`config.mk`:
```
export PLATFORM = sky130hd
export DESIGN_NAME = cv32e40p_mult_ft_ctrl
export DESIGN_NICKNAME = d
export VERILOG_FILES = /design/src/rtl/cv32e40p_mult_ft_ctrl.sv
export SDC_FILE = /design/constraint.sdc
export NUM_CORES = 1
export LEC_CHECK = 0
export ABC_CLOCK_PERIOD_IN_PS = 3300
export BUFFER_PORTS_ARGS = -buffer_cell sky130_fd_sc_hd__buf_2
export CAP_MARGIN = 5
export CORE_MARGIN = 2
export CORE_UTILIZATION = 55
export DETAILED_ROUTE_END_ITERATION = 6
export PLACE_DENSITY = 0.82
export SYNTH_ARGS = -nofsm -noshare
export SYNTH_HDL_FRONTEND = slang
export SYNTH_SLANG_ARGS = --single-unit
```
`constraint.sdc`:
```
create_clock -name clk -period 3.3 [get_ports clk]
set_clock_uncertainty 0.1 [all_clocks]
set_input_delay 0.165 -clock clk [delete_from_list [all_inputs] [get_ports clk]]
set_output_delay 0.165 -clock clk [all_outputs]
set_load 0.02 [all_outputs]
```
`src/rtl/cv32e40p_mult_ft_ctrl.sv`:
```
// Sequencing and fault-management controller for the triplicated EX-stage multiplier.
// Issues operations to the TMR core, evaluates replica disagreement at completion,
// masks single-replica faults, retries uncorrectable results and retires replicas
// that keep disagreeing.
module cv32e40p_mult_ft_ctrl #(
    parameter int unsigned MAX_RETRY   = 2,
    parameter int unsigned PERM_THRESH = 4,
    parameter int unsigned CNT_W       = 16
) (
    input  logic             clk,
    input  logic             rst_n,
    input  logic             op_valid_i,
    output logic             op_ready_o,
    output logic             mult_en_o,
    input  logic             mult_ready_i,
    input  logic [2:0]       disagree_i,
    output logic             done_o,
    output logic             err_o,
    output logic [2:0]       replica_fail_o,
    output logic [CNT_W-1:0] fault_cnt_o,
    input  logic             err_clear_i
);

    localparam int unsigned RCW = (PERM_THRESH < 1) ? 1 : $clog2(PERM_THRESH + 1);
    localparam int unsigned RTW = (MAX_RETRY < 1) ? 1 : $clog2(MAX_RETRY + 1);
    localparam logic [RCW-1:0] THRESH    = RCW'(PERM_THRESH);
    localparam logic [RTW-1:0] RETRY_MAX = RTW'(MAX_RETRY);

    typedef enum logic [1:0] {
        IDLE  = 2'd0,
        EXEC  = 2'd1,
        RETRY = 2'd2,
        ERROR = 2'd3
    } state_e;

    state_e           state_q;
    logic             op_ready_q;
    logic             mult_en_q;
    logic             done_q;
    logic             err_q;
    logic [RTW-1:0]   retry_cnt_q;
    logic [CNT_W-1:0] fault_cnt_q;
    logic [CNT_W-1:0] fault_cnt_d;
    logic [2:0]       rep_fail_q;
    logic [2:0]       rep_fail_d;
    logic [RCW-1:0]   rep_cnt_q [3];
    logic [RCW-1:0]   rep_cnt_d [3];

    logic             eval;
    logic [2:0]       eff_dis;
    logic [2:0]       unusable;
    logic             correctable;

    function automatic logic [1:0] popcnt3(input logic [2:0] v);
        return {1'b0, v[0]} + {1'b0, v[1]} + {1'b0, v[2]};
    endfunction

    // Evaluate the completing operation: failed replicas are ignored, and the vote is
    // still trustworthy as long as no more than one replica is out of the picture.
    always_comb begin
        eval        = (state_q == EXEC) && mult_ready_i;
        eff_dis     = disagree_i & ~rep_fail_q;
        unusable    = rep_fail_q | eff_dis;
        correctable = (popcnt3(eff_dis) <= 2'd1) && (popcnt3(unusable) <= 2'd1);
    end

    // Next-state of the fault bookkeeping: total event counter and per-replica streaks.
    always_comb begin
        fault_cnt_d = fault_cnt_q;
        rep_fail_d  = rep_fail_q;
        rep_cnt_d   = rep_cnt_q;
        if (eval && (disagree_i != 3'b000) && (fault_cnt_q != {CNT_W{1'b1}})) begin
            fault_cnt_d = fault_cnt_q + 1'b1;
        end
        for (int i = 0; i < 3; i++) begin
            if (eval && !rep_fail_q[i]) begin
                if (eff_dis[i]) begin
                    if (rep_cnt_q[i] != THRESH) begin
                        rep_cnt_d[i] = rep_cnt_q[i] + 1'b1;
                    end
                    if ((rep_cnt_q[i] + 1'b1) >= THRESH) begin
                        rep_fail_d[i] = 1'b1;
                    end
                end else begin
                    rep_cnt_d[i] = '0;
                end
            end
        end
    end

    // Main sequencer with registered handshake and status outputs.
    always_ff @(posedge clk) begin
        if (!rst_n) begin
            state_q     <= IDLE;
            op_ready_q  <= 1'b1;
            mult_en_q   <= 1'b0;
            done_q      <= 1'b0;
            err_q       <= 1'b0;
            retry_cnt_q <= '0;
            fault_cnt_q <= '0;
            rep_fail_q  <= 3'b000;
            for (int i = 0; i < 3; i++) begin
                rep_cnt_q[i] <= '0;
            end
        end else begin
            done_q      <= 1'b0;
            err_q       <= 1'b0;
            fault_cnt_q <= fault_cnt_d;
            rep_fail_q  <= rep_fail_d;
            rep_cnt_q   <= rep_cnt_d;
            case (state_q)
                IDLE: begin
                    if (op_valid_i && op_ready_q) begin
                        state_q     <= EXEC;
                        retry_cnt_q <= '0;
                        op_ready_q  <= 1'b0;
                        mult_en_q   <= 1'b1;
                    end else begin
                        op_ready_q  <= 1'b1;
                    end
                end
                EXEC: begin
                    if (mult_ready_i) begin
                        mult_en_q <= 1'b0;
                        if (correctable) begin
                            state_q <= IDLE;
                            done_q  <= 1'b1;
                        end else if (retry_cnt_q < RETRY_MAX) begin
                            state_q <= RETRY;
                        end else begin
                            state_q <= ERROR;
                            done_q  <= 1'b1;
                            err_q   <= 1'b1;
                        end
                    end
                end
                RETRY: begin
                    retry_cnt_q <= retry_cnt_q + 1'b1;
                    state_q     <= EXEC;
                    mult_en_q   <= 1'b1;
                end
                ERROR: begin
                    if (err_clear_i) begin
                        state_q    <= IDLE;
                        op_ready_q <= 1'b1;
                    end
                end
                default: begin
                    state_q    <= IDLE;
                    op_ready_q <= 1'b1;
                    mult_en_q  <= 1'b0;
                end
            endcase
        end
    end

    assign op_ready_o     = op_ready_q;
    assign mult_en_o      = mult_en_q;
    assign done_o         = done_q;
    assign err_o          = err_q;
    assign replica_fail_o = rep_fail_q;
    assign fault_cnt_o    = fault_cnt_q;

endmodule

```
==> metrics list, run 1 <==
* Result of the run: complete, no violations
- After detailed routing, the number of remaining DRC violations is 0.
- Insertion delay to the later sink of the worst-skew pair: 0.34 ns
- After synthesis, the cell types taking the most area are dfxtp_1, nor2_1, ha_1.
- Number of nets with antenna violations after routing: 0
- Using the TritonRoute via totals, the vias-per-cell ratio works out to 5.40.
* Number of hold violations in the final report: 0
- Yosys mapped a number of flops with a built-in enable equal to 0.
* Final Setup Violations: 0
- Summed over all layers, the routed wires come to 3600 um.
- Once placement completed, the tool counted placed cells totaling 288.
* Fraction of the yosys area taken by sequential cells: 37.8%
- The number of nets in the synthesized netlist is 237.
- The number of setup buffers added after CTS is 0.
* Largest fanout of any net on the critical path: 11
- Iteration-0 DRC count of the detailed router: 77
- Total number of nets in the final design: 266
- The first global-routing pass estimated 6310 um of wire.
- Summed over all cells, the static leakage comes to 0.906 nW.
* Number of antenna violations at the first check in global routing: 0
- Category of the critical setup timing path: register to register
- Iteration count of the initial detailed-routing pass: 4
- TritonCTS sink count: 36
- Most common cell after layout, fill and taps aside: dfxtp_1
* Num rows: 21
- The initial utilization of the core area, before any placement, comes to 57.1%.
* Via count: 1605
* Kind of launch point of the worst setup path: register
- The largest single stage delay on the critical path is 0.61 ns.
* Relative slew slack: 39.6%
- Min Tclk post-route: 2.02 ns
- Die footprint: 0.00395 mm2
- Critical path arrival: 2.12 ns
* Proportion of netlist area held by the largest area contributor: 37.8%
- Die height: 62.8 um
- Number of port buffers: 30
- Post-synthesis instance area: 0.00190 mm2
* Gr ovfl total: 0
- Relative to the synthesized area, the layout overhead comes to 13.8%.
- Io pins: 31
- Counting both buffers and inverters, the worst setup path holds a total of 0.
- Final cycle utilization of the critical path: 61.1%
- Maximum clock insertion buffer count: 2
- The Yosys step of the flow raised 0 warnings.
- After clock tree synthesis, the clock-pin slew on the worst setup and hold paths is 0.12 ns.
- The number of clock buffers added by TritonCTS is 5.
- Adding up every negative setup slack in the final design gives 0 ns.
- Of the cells placed in the final design, the portion with a size suffix greater than 1 is 21.1%.
- Slew at the pin closest to its max-slew limit: 0.905 ns
- In the synthesized netlist the async set-or-reset flop fraction comes to 0%.
* Required time of the worst setup path: 3.41 ns
- Final standard cell count with taps included and fillers excluded: 297
- GRT Resource Usage Total: 19.8%
- Register-to-register setup slack: 1.28 ns
- The cell family contributing the most delay on the critical path is simple AND/OR/NAND/NOR gates.
- In the layout the commonest cells are dfxtp_1, buf_2, nor2_1.
- Final Slew Violations: 0
- Setup slack on the critical path of the routed design comes to 1.28 ns.
- In the final routed layout, each cell accounts on average for 12.1 um.
- For this run, the top clock speed supported by timing is 496 MHz.
* Via count of the first global-routing pass: 1409
- The tool flagged a number of max-cap violations equal to 0.
- Cells after synthesis: 221
- Crit-path cells: nand3b_4 -> or4_4 -> nor4b_4 -> xnor2_1 -> nor2_1
- Synth Area per Inst: 8.62 um2
* Detailed-placement wirelength estimate: 2550 um
- The congestion estimate from routability-driven global placement came to 0.815.
- Worst IR Drop VDD: 0.212 mV
- Cell type contributing the most total cell area after synthesis: dfxtp_1
- Entering global routing, the biggest net connects 31 pins.
- Among all flip-flop cells after synthesis, the most frequent one is dfxtp_1.
- The worst hold path belongs to the class primary input to register.
- For this design, the slowest cell found on the critical path is or4_4.
- CTS H-tree depth: 2
- Pwr/cell area: 406 mW/mm2
- Area of the core region: 0.00334 mm2
* Flop and latch count out of synthesis: 36
- Setup repair after global routing left no endpoint under its margin.
- Clock tree from TritonCTS: done
- 0 antenna diodes ended up in the layout.
- Worst setup slack before clock tree synthesis: 1.28 ns
* Horizontal die dimension: 62.8 um
- The netlist uses 50 different library cells.
- Clock root buffer master: clkbuf_4
* Worst Setup End Kind: register
==> registers in the layout, indices dropped and copies added (netlist names) <==
signal / cells
rep_cnt_q: 9
mult_en_o: 1
done_o: 1
op_ready_o: 1
retry_cnt_q: 2
err_o: 1
fault_cnt_o: 16
state_q: 2
replica_fail_o: 3
==> kinds of logic (layout without fill, tap and decap cells) <==
kind of cell,Yosys count,count (layout),share of synthesized area (%)
xor+xnor,15,15,6.90
simple gates,99,99,29.3
compound gates,41,41,14.2
mux,4,4,2.10
buf+inv,18,48,4.40
fa+ha+maj,8,8,5.26
flops,36,36,37.8
==> report_power, final <==
part           total (mW)  internal (mW)  switching [mW]
Clock               0.353          0.201           0.152
Sequential          0.452          0.443         0.00982
Combinational      0.0750         0.0292          0.0458
==> worst register-to-register path, stage by stage (launching register included) <==
cell and delay, ns:
dfxtp_1 0.55, nand3b_4 0.21, or4_4 0.61, nor4b_4 0.23, xnor2_1 0.14, nor2_1 0.05
==> synthesized netlist by cell type (3+ instances only) <==
master	n
clkbuf_1	5
ha_1	8
inv_1	9
mux2i_1	4
o21ai_0	5
o21a_1	3
or2_2	5
a211oi_1	4
nand3_1	7
xnor2_1	5
nand2_1	24
nor3_1	6
a21oi_1	12
a31oi_1	4
nand2b_1	6
nand3b_1	3
nor2_1	27
xor2_1	10
o211ai_1	3
dfxtp_1	36
==> repair_timing <==
item,in CTS,in global routing
hold endpoints to repair,1,0
resized for setup,0,0
hold buffers,1,0
==> worst paths after layout <==
path / startpoint / endpoint / cells after the start
worst max-delay path: state_q[0]$_SDFFE_PN0P_ / fault_cnt_o[15]$_SDFFE_PN0P_ / 5
worst min-delay path: disagree_i[2] / rep_cnt_q[2]$_SDFFE_PN0P_ / 3
worst max register to register: state_q[0]$_SDFFE_PN0P_ / fault_cnt_o[15]$_SDFFE_PN0P_ / 5
worst min register to register: mult_en_o$_SDFFE_PN0P_ / mult_en_o$_SDFFE_PN0P_ / 2
==> metrics by stage <==
stage               hold WS (ns)  util [%]  instance area, um2  total power, mW
floorplan                  0.211         -                1900            0.517
global placement           0.318      61.8                2060            0.535
detailed placement         0.324      61.8                2060            0.536
CTS                      0.00179      64.9                2170            0.885
global route              0.0189      64.9                2170            0.921
finish                   0.00560      64.9                2170            0.881
==> layout make-up <==
class,count,area [um2]
Clock buffer,7,65.1
Clock inverter,1,30.0
Fill cell,299,1170
Inverter,9,33.8
Multi-Input combinational cell,167,1100
Sequential cell,36,721
Tap cell,46,57.6
Timing Repair Buffer,31,160
==> routing by layer <==
layer  up-vias  part of all wire (%)  track usage, %
met5         -                     0               0
met4         0                   1.5            6.94
met3         7                   4.1            4.86
met2        27                    47            33.2
met1       744                    47            24.6
li1        827                     -               -
No activity file was read; power rests on OpenSTA's default activity.
==> inputs of run 2 (changes only) <==
- ABC_AREA: not set -> 1
- ABC_CLOCK_PERIOD_IN_PS: 3300 -> 1820
- CORE_UTILIZATION: 55 -> 51
- PLACE_DENSITY: 0.82 -> 0.8
- clock period: 3.3 -> 1.82 ns (I/O delays scaled with it)
==> metrics list, run 2 <==
- Synth cell types: 22 (-56%)
* Final Slew Violations: 0 (unchanged)
- The path class of the tightest hold or removal check is primary input to register.
- Final standard cell count with taps included and fillers excluded: 378 (+27%)
- Clock root buffer master: clkbuf_8
* Final routed wire length divided by cell count: 11.2 um (-7.6%)
* Result of the run: complete, no violations
- Clock tree from TritonCTS: done
* Total nets after synthesis: 303 (+28%)
- The fraction of layout cells with a size suffix above 1 came to 22.4% (+1.3 points).
* Most common cell after layout, fill and taps aside: nand2_1
* Largest fanout of any net on the critical path: 15 (+4)
- The required time reported for the critical path endpoint came to 1.88 ns (-1.53 ns).
* Final Setup Violations: 0 (unchanged)
- Number of antenna violations at the first check in global routing: 0 (unchanged)
- Among all flip-flop cells after synthesis, the most frequent one is dfxtp_1.
- The part of the total power dissipated in combinational logic is 12.7% (+4.2 points).
- Via count of the first global-routing pass: 1760 (+25%)
* Io pins: 31 (unchanged)
- Clock share of power: 39.2% (-0.9 points)
- The detailed-routing iteration count for the pre-antenna-repair pass was 4 (unchanged).
* Global-route wire length before repair: 7230 um (+15%)
* Post-synthesis instance area: 0.00200 mm2 (+5.1%)
- Num rows: 22 (+4.8%)
* Min Tclk post-route: 1.68 ns (-0.335 ns)
- Worst-path clk slew: 0.07 ns (-0.05 ns)
- Iteration-0 DRC count of the detailed router: 71 (-7.8%)
- GRT Resource Usage Total: 21.0% (+1.3 points)
* Top Family by Delay on Critical Path: simple AND/OR/NAND/NOR gates
* Total negative slack for setup checks: 0 ns (unchanged)
* Most common library cells after synthesis: nand2_1, dfxtp_1, nor2_1, inv_1, nand3_1
- Via count: 1897 (+18%)
- Vias per std cell: 5.02 (-7.1%)
- Die height: 66.7 um (+6.1%)
- Share of synthesized flip-flops with an asynchronous set or reset: 0% (unchanged)
- The power density over cell area was 745 mW/mm2 (+83%).
- Fraction of the yosys area taken by sequential cells: 36.0% (-1.8 points)
* Placed Cells: 369 (+28%)
* Insertion delay to the later sink of the worst-skew pair: 0.29 ns (-0.05 ns)
- The number of clock sinks seen by CTS came to 36 (unchanged).
- The final count of hold timing violations came to 0 (unchanged).
- Among all stages on the critical path, the largest delay is contributed by dfxtp_2.
* Number of port buffers: 30 (unchanged)
- In the layout the commonest cells are nand2_1, nor2_1, dfxtp_1.
- Top post-synthesis cells by area: dfxtp_1, nand2_1, nor2_1
- Traced cell by cell, the critical path runs through ha_1 -> nand2_1 -> nor2_4 -> nand2_2 -> o21ai_4 -> inv_2 -> nand2_1 -> a21oi_2.
- Cell with the most instances on the worst path: nand2_1
* Part of the power in registers: 48.1% (-3.3 points)
- The yosys synthesis warning count is 0 (unchanged).
* Effective utilization at floorplan: 53.9% (-3.2 points)
- Critical path arrival: 1.75 ns (-0.37 ns)
- Largest net degree at the start of global routing: 23 (-26%)
* Cells after synthesis: 287 (+30%)
* Switching Fraction: 26.0% (+2.4 points)
- Maximum clock insertion buffer count: 2 (unchanged)
* DRC violation count after routing: 0 (unchanged)
- Flop and latch count out of synthesis: 36 (unchanged)
- Proportion of netlist area held by the largest area contributor: 36.0% (-1.8 points)
* Setup repair after global routing missed its margin: false
* Number of flip-flops in the largest register: 16 (unchanged)
- The delay of the slowest critical-path stage came to 0.37 ns (-0.24 ns).
* Kind of launch point of the worst setup path: register
- nand2_1 is the most common cell in the netlist.
* Relative area change from synthesis to final layout: 18.4%
- The count of filler cells inserted in the layout is 346 (+16%).
- Fmax: 594 MHz (+20%)
* Final cycle utilization of the critical path: 92.4% (+31 points)
- The number of antenna repair diodes was 0 (unchanged).
- Area of the core region: 0.00372 mm2 (+11%)
- Summed over all instances, the cell type with the most area after synthesis is dfxtp_1.
* Standby leakage power: 1.02 nW (+12%)
* Post-CTS Setup Repair Bufs: 0 (unchanged)
- Total routed wirelength: 4230 um (+18%)
- The design area was 0.00237 mm2 (+9.4%).
- The depth of the CTS H-tree came to 2 (unchanged).
* Worst Setup End Kind: register
- The mean instance size in the synthesized netlist is 6.98 um2 (-19%).
* Die footprint: 0.00444 mm2 (+12%)
- The number of CTS-inserted buffers came to 5 (unchanged).
- The final estimated routing congestion in global placement was 0.772 (-5.3%).
- Internal power of the cells: 1.31 mW (+94%)
- The half-perimeter wire length of the detailed placement result is 3210 um (+26%).
* Maxcap violations: 0 (unchanged)
* Post-synth EDFFs: 0 (unchanged)
* Slew at the pin closest to its max-slew limit: 0.372 ns (-0.533 ns)
* Cell Area, Placed: 0.00225 mm2 (+9.0%)
* Number of buffers and inverters on the critical path: 1 (+1)
* Relative slew slack: 75.2% (+36 points)
- The final antenna-violating net count came to 0 (unchanged).
- Net switching power of the design: 459 uW (+120%)
- Gr ovfl total: 0 (unchanged)
- Category of the critical setup timing path: register to register
- Horizontal die dimension: 66.7 um (+6.1%)
- Total number of nets in the final design: 345 (+30%)
* Worst IR Drop VDD: 0.407 mV (+92%)
## run 2: cell count changes after synthesis, moves of 9 or more
cell and delta:
inv_1 +23, nand2_2 +9, nand2_1 +49, nand3_1 +13, o21ai_0 +14, a21oi_2 +11
## run 2: final cells by class
class	instances	area, um2	area share, %
Timing Repair Buffer	40	231	9.77
Sequential cell	36	723	30.5
Inverter	33	124	5.23
Clock inverter	2	35.0	1.48
Multi-Input combinational cell	213	1120	47.4
Clock buffer	6	72.6	3.06
Tap cell	48	60.1	2.53
## run 2: metrics by stage
stage          hold WS, ns  power, mW  setup WS (ns)  utilization [%]
6_report            0.0316       1.77          0.138             63.8
5_1_grt             0.0439       1.85         0.0111             63.8
4_1_cts             0.0310       1.77          0.119             63.7
3_5_place_dp         0.279       1.09          0.139             60.5
3_3_place_gp         0.270       1.08          0.215             60.5
2_1_floorplan        0.129       1.03         0.0997                -
## run 2: power by group through the flow
stage	Sequential, mW	Combinational (mW)	Clock, mW
after floorplan	0.878	0.151	0
after global placement	0.866	0.217	0
after detailed placement	0.868	0.222	0
after CTS	0.849	0.224	0.699
after global routing	0.855	0.255	0.740
final	0.850	0.223	0.693
## run 2: repair_timing
| action | CTS | global route |
|---|---|---|
| resized for setup | 0 | 1 |
| hold endpoints to repair | 1 | 0 |
| hold buffers | 1 | 0 |
| setup endpoints to repair | 0 | 4 |
## run 2: metal layers
layer | GRT usage [%] | part of all wire (%) | up-vias
li1 | - | - | 1001
met1 | 24.5 | 46 | 854
met2 | 38.4 | 48 | 37
met3 | 4.39 | 4.7 | 5
met4 | 6.12 | 1.2 | 0
met5 | 0 | 0 | -
## run 2: final timing paths
| kind | end | slack (ns) | cells after the start | from |
|---|---|---|---|---|
| worst min register to register | retry_cnt_q[1]$_SDFFE_PN0P_ | 0.37 | 1 | retry_cnt_q[1]$_SDFFE_PN0P_ |
| worst min-delay path | op_ready_o$_SDFFE_PN1P_ | 0.03 | 4 | op_valid_i |
| worst max register to register | fault_cnt_o[15]$_SDFFE_PN0P_ | 0.14 | 8 | fault_cnt_o[1]$_SDFFE_PN0P_ |
| worst max-delay path | fault_cnt_o[15]$_SDFFE_PN0P_ | 0.14 | 8 | fault_cnt_o[1]$_SDFFE_PN0P_ |
## run 2: logic make-up after synthesis
logic type	Yosys count	share of synthesized area, %
AO/OA/AOI/OAI	46	14.4
adder cells (fa/ha/maj)	8	5.00
flip-flops	36	36.0
buffers and inverters	38	7.87
AND/OR/NAND/NOR	150	32.8
XOR/XNOR	9	3.94
## run 2: worst min-delay path: cells and delay by family
kind,cells,cell delay (ns)
and+or+nand+nor,3,0.19
buffers and inverters,1,0.10
